[src/rtl/clock_op_scheduler_if.sv]
// Request, acknowledge and operation bus shared by input conditioning, scheduler and mm:ss counter.
interface clock_op_scheduler_if #(
  parameter int unsigned CNT_W = 4
);
  logic             req_madd;
  logic             req_szero;
  logic             req_reset;
  logic             ack_in;
  logic [1:0]       operation;
  logic             busy;
  logic [CNT_W-1:0] pending_madd;
  logic             op_done;
  logic             timeout_err;

  modport master (
    output req_madd, req_szero, req_reset, ack_in,
    input  operation, busy, pending_madd, op_done, timeout_err
  );

  modport slave (
    input  req_madd, req_szero, req_reset, ack_in,
    output operation, busy, pending_madd, op_done, timeout_err
  );
endinterface

[src/rtl/clock_op_scheduler.sv]
// Serialises minute-add / seconds-zero / clock-reset requests onto the counter's
// 2-bit operation bus: one-cycle issue, wait for acknowledge, then a quiet gap.
module clock_op_scheduler #(
  parameter int unsigned CNT_W       = 4,
  parameter int unsigned GAP_CYCLES  = 2,
  parameter int unsigned ACK_TIMEOUT = 8
) (
  input  logic                clk,
  input  logic                rst_n,
  clock_op_scheduler_if.slave bus
);
  localparam int unsigned      TMR_W    = 8;
  localparam logic [CNT_W-1:0] MADD_MAX = {CNT_W{1'b1}};
  localparam logic [TMR_W-1:0] ACK_LAST = TMR_W'(ACK_TIMEOUT - 1);
  localparam logic [TMR_W-1:0] GAP_LAST = TMR_W'(GAP_CYCLES - 1);

  localparam logic [1:0] OP_NONE  = 2'b00;
  localparam logic [1:0] OP_SZERO = 2'b01;
  localparam logic [1:0] OP_MADD  = 2'b10;
  localparam logic [1:0] OP_RESET = 2'b11;

  typedef enum logic [1:0] {IDLE, ISSUE, WAIT_ACK, GAP} state_t;

  state_t           state, state_d;
  logic [TMR_W-1:0] timer, timer_d;
  logic [1:0]       operation_q, operation_d;
  logic             busy_q, busy_d;
  logic             op_done_q, op_done_d;
  logic             timeout_err_q, timeout_err_d;
  logic [CNT_W-1:0] madd_q, madd_d;
  logic             szero_q, szero_d;
  logic             reset_q, reset_d;
  logic             take_madd, take_szero, take_reset;

  assign bus.operation    = operation_q;
  assign bus.busy         = busy_q;
  assign bus.pending_madd = madd_q;
  assign bus.op_done      = op_done_q;
  assign bus.timeout_err  = timeout_err_q;

  // Next state, arbitration and registered-output values
  always_comb begin
    state_d       = state;
    timer_d       = timer;
    operation_d   = OP_NONE;
    op_done_d     = 1'b0;
    timeout_err_d = timeout_err_q;
    take_madd     = 1'b0;
    take_szero    = 1'b0;
    take_reset    = 1'b0;
    unique case (state)
      IDLE: begin
        if (reset_q) begin
          take_reset  = 1'b1;
          operation_d = OP_RESET;
          state_d     = ISSUE;
        end else if (szero_q) begin
          take_szero  = 1'b1;
          operation_d = OP_SZERO;
          state_d     = ISSUE;
        end else if (madd_q != '0) begin
          take_madd   = 1'b1;
          operation_d = OP_MADD;
          state_d     = ISSUE;
        end
      end
      ISSUE: begin
        state_d = WAIT_ACK;
        timer_d = '0;
      end
      WAIT_ACK: begin
        if (bus.ack_in) begin
          op_done_d = 1'b1;
          state_d   = GAP;
          timer_d   = '0;
        end else if (timer == ACK_LAST) begin
          timeout_err_d = 1'b1;
          state_d       = GAP;
          timer_d       = '0;
        end else begin
          timer_d = timer + TMR_W'(1);
        end
      end
      GAP: begin
        // Gap length is a minimum; a still-high ack keeps us here
        if (timer == GAP_LAST) begin
          if (!bus.ack_in) state_d = IDLE;
        end else begin
          timer_d = timer + TMR_W'(1);
        end
      end
      default: state_d = IDLE;
    endcase
    busy_d = (state_d != IDLE);
  end

  // Request latches: a new pulse always wins over a same-cycle consume
  always_comb begin
    reset_d = (reset_q & ~take_reset) | bus.req_reset;
    szero_d = (szero_q & ~take_szero & ~take_reset) | bus.req_szero;
    if (take_reset) begin
      madd_d = bus.req_madd ? CNT_W'(1) : '0;
    end else if (bus.req_madd && take_madd) begin
      madd_d = madd_q;
    end else if (bus.req_madd && (madd_q != MADD_MAX)) begin
      madd_d = madd_q + CNT_W'(1);
    end else if (take_madd) begin
      madd_d = madd_q - CNT_W'(1);
    end else begin
      madd_d = madd_q;
    end
  end

  // State, timer, request latches and outputs
  always_ff @(posedge clk or negedge rst_n) begin
    if (!rst_n) begin
      state         <= IDLE;
      timer         <= '0;
      operation_q   <= OP_NONE;
      busy_q        <= 1'b0;
      op_done_q     <= 1'b0;
      timeout_err_q <= 1'b0;
      madd_q        <= '0;
      szero_q       <= 1'b0;
      reset_q       <= 1'b0;
    end else begin
      state         <= state_d;
      timer         <= timer_d;
      operation_q   <= operation_d;
      busy_q        <= busy_d;
      op_done_q     <= op_done_d;
      timeout_err_q <= timeout_err_d;
      madd_q        <= madd_d;
      szero_q       <= szero_d;
      reset_q       <= reset_d;
    end
  end
endmodule
[src/flat_wrapper.sv]
// flat-port wrapper written by rule: the top's interface ports become plain ports
module clock_op_scheduler_flat 
#(
  parameter int unsigned CNT_W       = 4,
  parameter int unsigned GAP_CYCLES  = 2,
  parameter int unsigned ACK_TIMEOUT = 8
)
  (clk, rst_n, bus_req_madd, bus_req_szero, bus_req_reset, bus_ack_in, bus_operation, bus_busy, bus_pending_madd, bus_op_done, bus_timeout_err);
  clock_op_scheduler_if #(.CNT_W(CNT_W)) bus_i ();
  input  logic clk;
  input  logic rst_n;
  input wire logic [$bits(bus_i.req_madd)-1:0] bus_req_madd;
  input wire logic [$bits(bus_i.req_szero)-1:0] bus_req_szero;
  input wire logic [$bits(bus_i.req_reset)-1:0] bus_req_reset;
  input wire logic [$bits(bus_i.ack_in)-1:0] bus_ack_in;
  output wire logic [$bits(bus_i.operation)-1:0] bus_operation;
  output wire logic [$bits(bus_i.busy)-1:0] bus_busy;
  output wire logic [$bits(bus_i.pending_madd)-1:0] bus_pending_madd;
  output wire logic [$bits(bus_i.op_done)-1:0] bus_op_done;
  output wire logic [$bits(bus_i.timeout_err)-1:0] bus_timeout_err;
  assign bus_i.req_madd = bus_req_madd;
  assign bus_i.req_szero = bus_req_szero;
  assign bus_i.req_reset = bus_req_reset;
  assign bus_i.ack_in = bus_ack_in;
  assign bus_operation = bus_i.operation;
  assign bus_busy = bus_i.busy;
  assign bus_pending_madd = bus_i.pending_madd;
  assign bus_op_done = bus_i.op_done;
  assign bus_timeout_err = bus_i.timeout_err;
  clock_op_scheduler #(.CNT_W(CNT_W), .GAP_CYCLES(GAP_CYCLES), .ACK_TIMEOUT(ACK_TIMEOUT)) u_core (.clk(clk), .rst_n(rst_n), .bus(bus_i));
endmodule
[config.mk]
export PLATFORM = sky130hd
export DESIGN_NAME = clock_op_scheduler_flat
export DESIGN_NICKNAME = d
export VERILOG_FILES = /design/src/rtl/clock_op_scheduler_if.sv /design/src/rtl/clock_op_scheduler.sv /design/src/flat_wrapper.sv
export SDC_FILE = /design/constraint.sdc
export NUM_CORES = 1
export LEC_CHECK = 0
export ABC_AREA = 1
export BUFFER_PORTS_ARGS = -buffer_cell sky130_fd_sc_hd__buf_2
export CAP_MARGIN = 15
export CORE_UTILIZATION = 50
export DETAILED_ROUTE_END_ITERATION = 10
export PLACE_DENSITY = 0.79
export SYNTH_ARGS = -nofsm -noshare
export SYNTH_HDL_FRONTEND = slang
export SYNTH_SLANG_ARGS = --single-unit
[constraint.sdc]
create_clock -name clk -period 2.1 [get_ports clk]
set_input_delay 0.105 -clock clk [delete_from_list [all_inputs] [get_ports clk]]
set_output_delay 0.105 -clock clk [all_outputs]
set_load 0.05 [all_outputs]
# Word-level counts from Yosys, hierarchy flattened
# Cells that the tools add are included.
dict set report classes {
  n_addsub 3
  bitwise 8
  mux 32
  reduce_logical 10
  eq_ne 8
}
# cell n
set op_table {}
lappend op_table {{$mux W8} 3}
lappend op_table {{$pmux W8 S3} 1}
lappend op_table {{$mux W2} 11}
lappend op_table {{$mux W4} 4}
lappend op_table {{$mux W1} 12}
lappend op_table {{$add A8 B1 Y8 const B} 1}
lappend op_table {{$eq A8 B1 Y1 const B} 1}
lappend op_table {{$eq A8 B3 Y1 const B} 1}
lappend op_table {{$pmux W2 S4} 1}
lappend op_table {{$reduce_bool A3 Y1} 2}
lappend op_table {{$add A4 B1 Y4 const B} 1}
lappend op_table {{$eq A2 B2 Y1 const B} 2}
lappend op_table {{$ne A4 B4 Y1 const B} 1}
lappend op_table {{$reduce_and A2 Y1} 2}
lappend op_table {{$reduce_bool A4 Y1} 1}
lappend op_table {{$sub A4 B1 Y4 const B} 1}
lappend op_table {{$and A1 B1 Y1} 3}
lappend op_table {{$not A1 Y1} 3}
lappend op_table {{$reduce_and A3 Y1} 1}
lappend op_table {{$eq A2 B1 Y1 const B} 1}
lappend op_table {{$logic_and A1 B1 Y1} 2}
lappend op_table {{$logic_not A2 Y1} 1}
lappend op_table {{$ne A2 B1 Y1 const B} 1}
lappend op_table {{$ne A2 B2 Y1 const B} 1}
lappend op_table {{2 further kinds} 3}
dict set report totals {
  word_cells 70
  out_inout_bits 9
  regBits 21
  in_bits 6
}

# Depth between registers and ports, before layout
dict set report logic_depth {
  ltp_word 9
  depth_mapped 12
  mapped_depth_nobuf 12
}

# Least setup slack after synthesis
# Ideal clock, no wire load.
dict set report synth_path {
  kind {register -> register}
  start {reg u_core.madd_q[2], in the netlist u_core.bus.pending_madd[2]}
  end {reg u_core.madd_q[3], in the netlist u_core.bus.pending_madd[3]}
  slack_ns 0.297
  path_buffers 0
  t_required_ns 2.017
  period_less_slack_ns 1.803
  path_stages_with_launch 13
  setup_ns 0.083
  arrival_ns 1.721
  cell_sequence {dfrtp_1 -> nand2_1 -> inv_1 -> nand2_1 -> nand2_1 -> ha_1 -> nand2_1 -> nand2_1 -> nor2_1 -> inv_1 -> nand2_1 -> nand2_1 -> o21ai_0}
}
dict set report synth_between {
  elab_chain_cells 8
  elab_cells_between_ends 17
  classes_between {add/sub: 2; eq/ne: 2; mux: 8; reduce/logical: 5}
}
# element line
set synth_lines {}
lappend synth_lines {{start, declared} clock_op_scheduler.sv:30} ;# logic [CNT_W-1:0] madd_q, madd_d;
lappend synth_lines {{start signal, assigned} clock_op_scheduler.sv:133} ;# madd_q <= madd_d;
lappend synth_lines {{$reduce_bool A4 Y1} clock_op_scheduler.sv:61} ;# end else if (madd_q != '0) begin
lappend synth_lines {{$mux W1} clock_op_scheduler.sv:61}
lappend synth_lines {{$mux W1} clock_op_scheduler.sv:57} ;# end else if (szero_q) begin
lappend synth_lines {{$mux W1} clock_op_scheduler.sv:53} ;# if (reset_q) begin
lappend synth_lines {{$mux W1} clock_op_scheduler.sv:51} ;# unique case (state)
lappend synth_lines {{$logic_and A1 B1 Y1} clock_op_scheduler.sv:103} ;# end else if (bus.req_madd && take_madd) begin
lappend synth_lines {{$ne A2 B1 Y1 (no line)} -}
lappend synth_lines {{$reduce_and A2 Y1 (no line)} -}
# Parallel ways exist; a longest one is shown, timed or not. The select of a mux whose other input is x is not followed.
# A chain may end at the register's enable or synchronous reset.

# Worst setup path in the final report
dict set report layout_path {
  start {reg u_core.madd_q[1], in the netlist u_core.bus.pending_madd[1]}
  end {reg u_core.madd_q[3], in the netlist u_core.bus.pending_madd[3]}
}
# The elaborated chain is that of the path after synthesis.

==> qor.yml <==
outcome: "finished, final reports clean"
mostFrequentLayoutCells: "48 x sky130_fd_sc_hd__nand2_1, 21 x sky130_fd_sc_hd__dfrtp_1, 20 x sky130_fd_sc_hd__inv_1"
post_cts.repair.setup_buffers: 0
insertion_delay_ns: 0.32
insertedDiodeCount: 0
fmax_mhz: 563.7
count_of_cells_resized_by_post_cts_repair: 0
sequential_cell_area_um2: 525.5
drv_cap: 0
portBuffers: 14
critical_path_depth: 12
drt_iter0_markers: 58
hold_path_class: "input port to register"
tightest_slew_ns: 0.4705
cts.clk_slew.worst_paths_ns: 0.13
final_cell_count_no_fill: 215
power_switching_mw: 1.182
post_drt_wl_per_cell_um: 12.65
die-area_um2: 2764
vias: 1180
vdd.ir_drop.worst_v: 0.0008156
cp_data_arrival_time_ns: 2.02
filler_cell_count: 199
antenna_found_initial: 0
synth_seq_cells: 21
power.internal_mw: 1.014
placementRows: 17
drc: 0
critical_path.max_stage_delay_ns: 0.44
detail_route.first_pass.iterations: 6
power_frac_comb_pct: 55.9
floorplan.die.width_um: 52.57
die_h_um: 52.57
global_placement_routability_congestion: 0.8455
finalClockSkew_ns: 0.006341
synth.avg_cell_area_um2: 7.611
core_um2: 2318
grt_start_max_net_pins: 22
cts-buffers-inserted: 3
power.leakage_nw: 0.7549
cell_at_the_slowest_stage_of_the_critical_path: "sky130_fd_sc_hd__dfrtp_1"
dp_hpwl_um: 2004
cp_common_cell: "sky130_fd_sc_hd__nand2_1"
worst-r2r-cell-count: 12
period_minus_slack_ns: 1.774
drtAntennaViolNets: 0
cts.path.max_buffers: 2
multi_input_comb_area_um2: 648.1
timing.final.max_slew_violations: 0
start_util_pct: 55.15
portion_of_the_post_synthesis_area_used_by_sequential_elements_pct: 41.10
setup_ws_ns: 0.3259
routed_via_density: 5.488
power_switching_share_pct: 53.84
global_route_wire_length_before_repair_um: 4602
clock_root_buffer: "sky130_fd_sc_hd__clkbuf_4"
post_synth_inst_count: 168
rsz_0062_raised_after_global_routing: "no"
timing.setup.critical_path_class: "register to register"
sinks_on_clock_net: 21
whs_path_depth: 3
clock_power_share_pct: 9.4
cell_taking_the_most_area_after_synthesis: "sky130_fd_sc_hd__dfrtp_1"
setup_viol: 0
timing.critical_path.buf_inv: 2
first_global_vias: 1090
place.detailed.instances: 208
layout_commonest_cell: "sky130_fd_sc_hd__nand2_1"
power_density_nw_per_um2: 1537
finalSetupTns_ns: 0
global_route.usage.total_pct: 23.11
synthesis.area_um2: 1279
post_synth_main_area_contributors: "sky130_fd_sc_hd__dfrtp_1 41%, sky130_fd_sc_hd__nand2_1 14%, sky130_fd_sc_hd__nand3_1 6.3%"
crit_fanout: 5
setup_crit_start_kind: "register"
globalRouteOverflowTotal: 0
finalNetCount: 200
io_pins: 15
yosys.cell_types.count: 30
critical_path.cell_chain: "nand2_1, inv_1, nand2_1, nand2_1, ha_1, nand2_1, nand2_1, nor2_1, inv_1, nand2_1, nand2_1, o21ai_0"
worst_path_dominant_cell_family: "simple AND/OR/NAND/NOR gates"
area.growth.synth_to_final_pct: 11.74
synth_largest_type_area_fraction_pct: 41.10
seq_power_share_pct: 34.7
clock_tree_from_tritoncts: "yes"
htree_levels: 1
drive_above_1_share_pct: 15.51
worst_slew_margin_rel_pct: 68.63
setup.worst_path.end_class: "register"
post_synth_net_total: 180
worst_ep_required_time_ns: 2.35
worst_hold_slack_ns: 0.05633
timing.final.hold_violations: 0
place_worst_setup_slack_ns: 0.3771
post-route-period-util_pct: 84.48
fin_total_pwr_mw: 2.196
drt-total-wl_um: 2719
yosysWarnings: 0
==> logic make-up after synthesis <==
family	count (synthesis)	share of synthesized area, %
buf+inv	26	8.219
compound gates	19	9.786
fa+ha+maj	6	6.458
simple gates	94	33.07
flops	21	41.10
xor+xnor	2	1.370
==> cell type report <==
class	count	area share, %
inverter	24	6.480
tap	28	2.452
sequential	21	36.78
timing repair buffer	17	7.005
clock inverter	1	0.3503
clock buffer	3	1.576
multi-input combinational	121	45.36
==> what timing repair did <==
action,4_1_cts,5_1_grt
hold endpoints to repair,23,0
setup endpoints to repair,0,0
hold buffers,3,0
==> layer usage <==
metal	part of all wire [%]	vias up	GRT usage, %
met5	0	-	0
met4	1.8	0	14.91
met3	4.4	5	3.768
met2	48	36	33.97
met1	46	553	31.03
li1	-	586	-
==> worst reg2reg max path: stages (launching register included) <==
cell and delay (ns):
sky130_fd_sc_hd__dfrtp_1 0.44, sky130_fd_sc_hd__nand2_1 0.10, sky130_fd_sc_hd__inv_1 0.04, sky130_fd_sc_hd__nand2_1 0.07, sky130_fd_sc_hd__nand2_1 0.11, sky130_fd_sc_hd__ha_1 0.34
sky130_fd_sc_hd__nand2_1 0.08, sky130_fd_sc_hd__nand2_1 0.05, sky130_fd_sc_hd__nor2_1 0.15, sky130_fd_sc_hd__inv_1 0.06, sky130_fd_sc_hd__nand2_1 0.06, sky130_fd_sc_hd__nand2_1 0.04
sky130_fd_sc_hd__o21ai_0 0.16
==> power groups by stage <==
stage	clock network (mW)	logic, mW	registers (mW)
2_1_floorplan	0	0.770	0.940
3_3_place_gp	0	1.18	0.755
3_5_place_dp	0	1.21	0.765
4_1_cts	0.215	1.23	0.757
5_1_grt	0.229	1.37	0.789
6_report	0.206	1.23	0.762
==> registers in the layout, indices dropped and copies added, names as in the netlist <==
signal	flops
u_core.timer	8
u_core.bus.pending_madd	4
u_core.bus.operation	2
u_core.state	2
u_core.bus.busy	1
u_core.bus.op_done	1
u_core.bus.timeout_err	1
u_core.reset_q	1
u_core.szero_q	1
==> through the flow <==
step / util (%) / instance area, um^2
finish: 61.63 / 1429
detailed placement: 59.15 / 1371
CTS: 61.63 / 1429
floorplan: - / 1279
global route: 61.63 / 1429
global placement: 59.15 / 1371
==> synth_stat cells, drive strengths merged <==
cell type	count
dfrtp	21
nand4	8
nor2	14
o21bai	2
buf	2
o211ai	1
nand3b	1
clkinv	1
o2111ai	2
nand2	51
inv	23
a21o	1
a31oi	1
fa	1
nand3	16
xnor2	1
ha	5
o21ai	10
xor2	1
nor3	3
or2	1
a21oi	2
==> worst paths after layout <==
kind	slack (ns)	end	from
setup / recovery	0.33	u_core.bus.pending_madd[3]$_DFFE_PN0P_	u_core.bus.pending_madd[1]$_DFFE_PN0P_
min in group asynchronous	0.25	u_core.bus.timeout_err$_DFFE_PN0P_	rst_n
max in group asynchronous	1.52	u_core.timer[4]$_DFFE_PN0P_	rst_n
hold / removal	0.06	u_core.state[1]$_DFF_PN0_	bus_ack_in
hold reg to reg	0.52	u_core.bus.timeout_err$_DFFE_PN0P_	u_core.bus.timeout_err$_DFFE_PN0P_
setup reg to reg	0.33	u_core.bus.pending_madd[3]$_DFFE_PN0P_	u_core.bus.pending_madd[1]$_DFFE_PN0P_
Power figures use the tool's default switching activity.
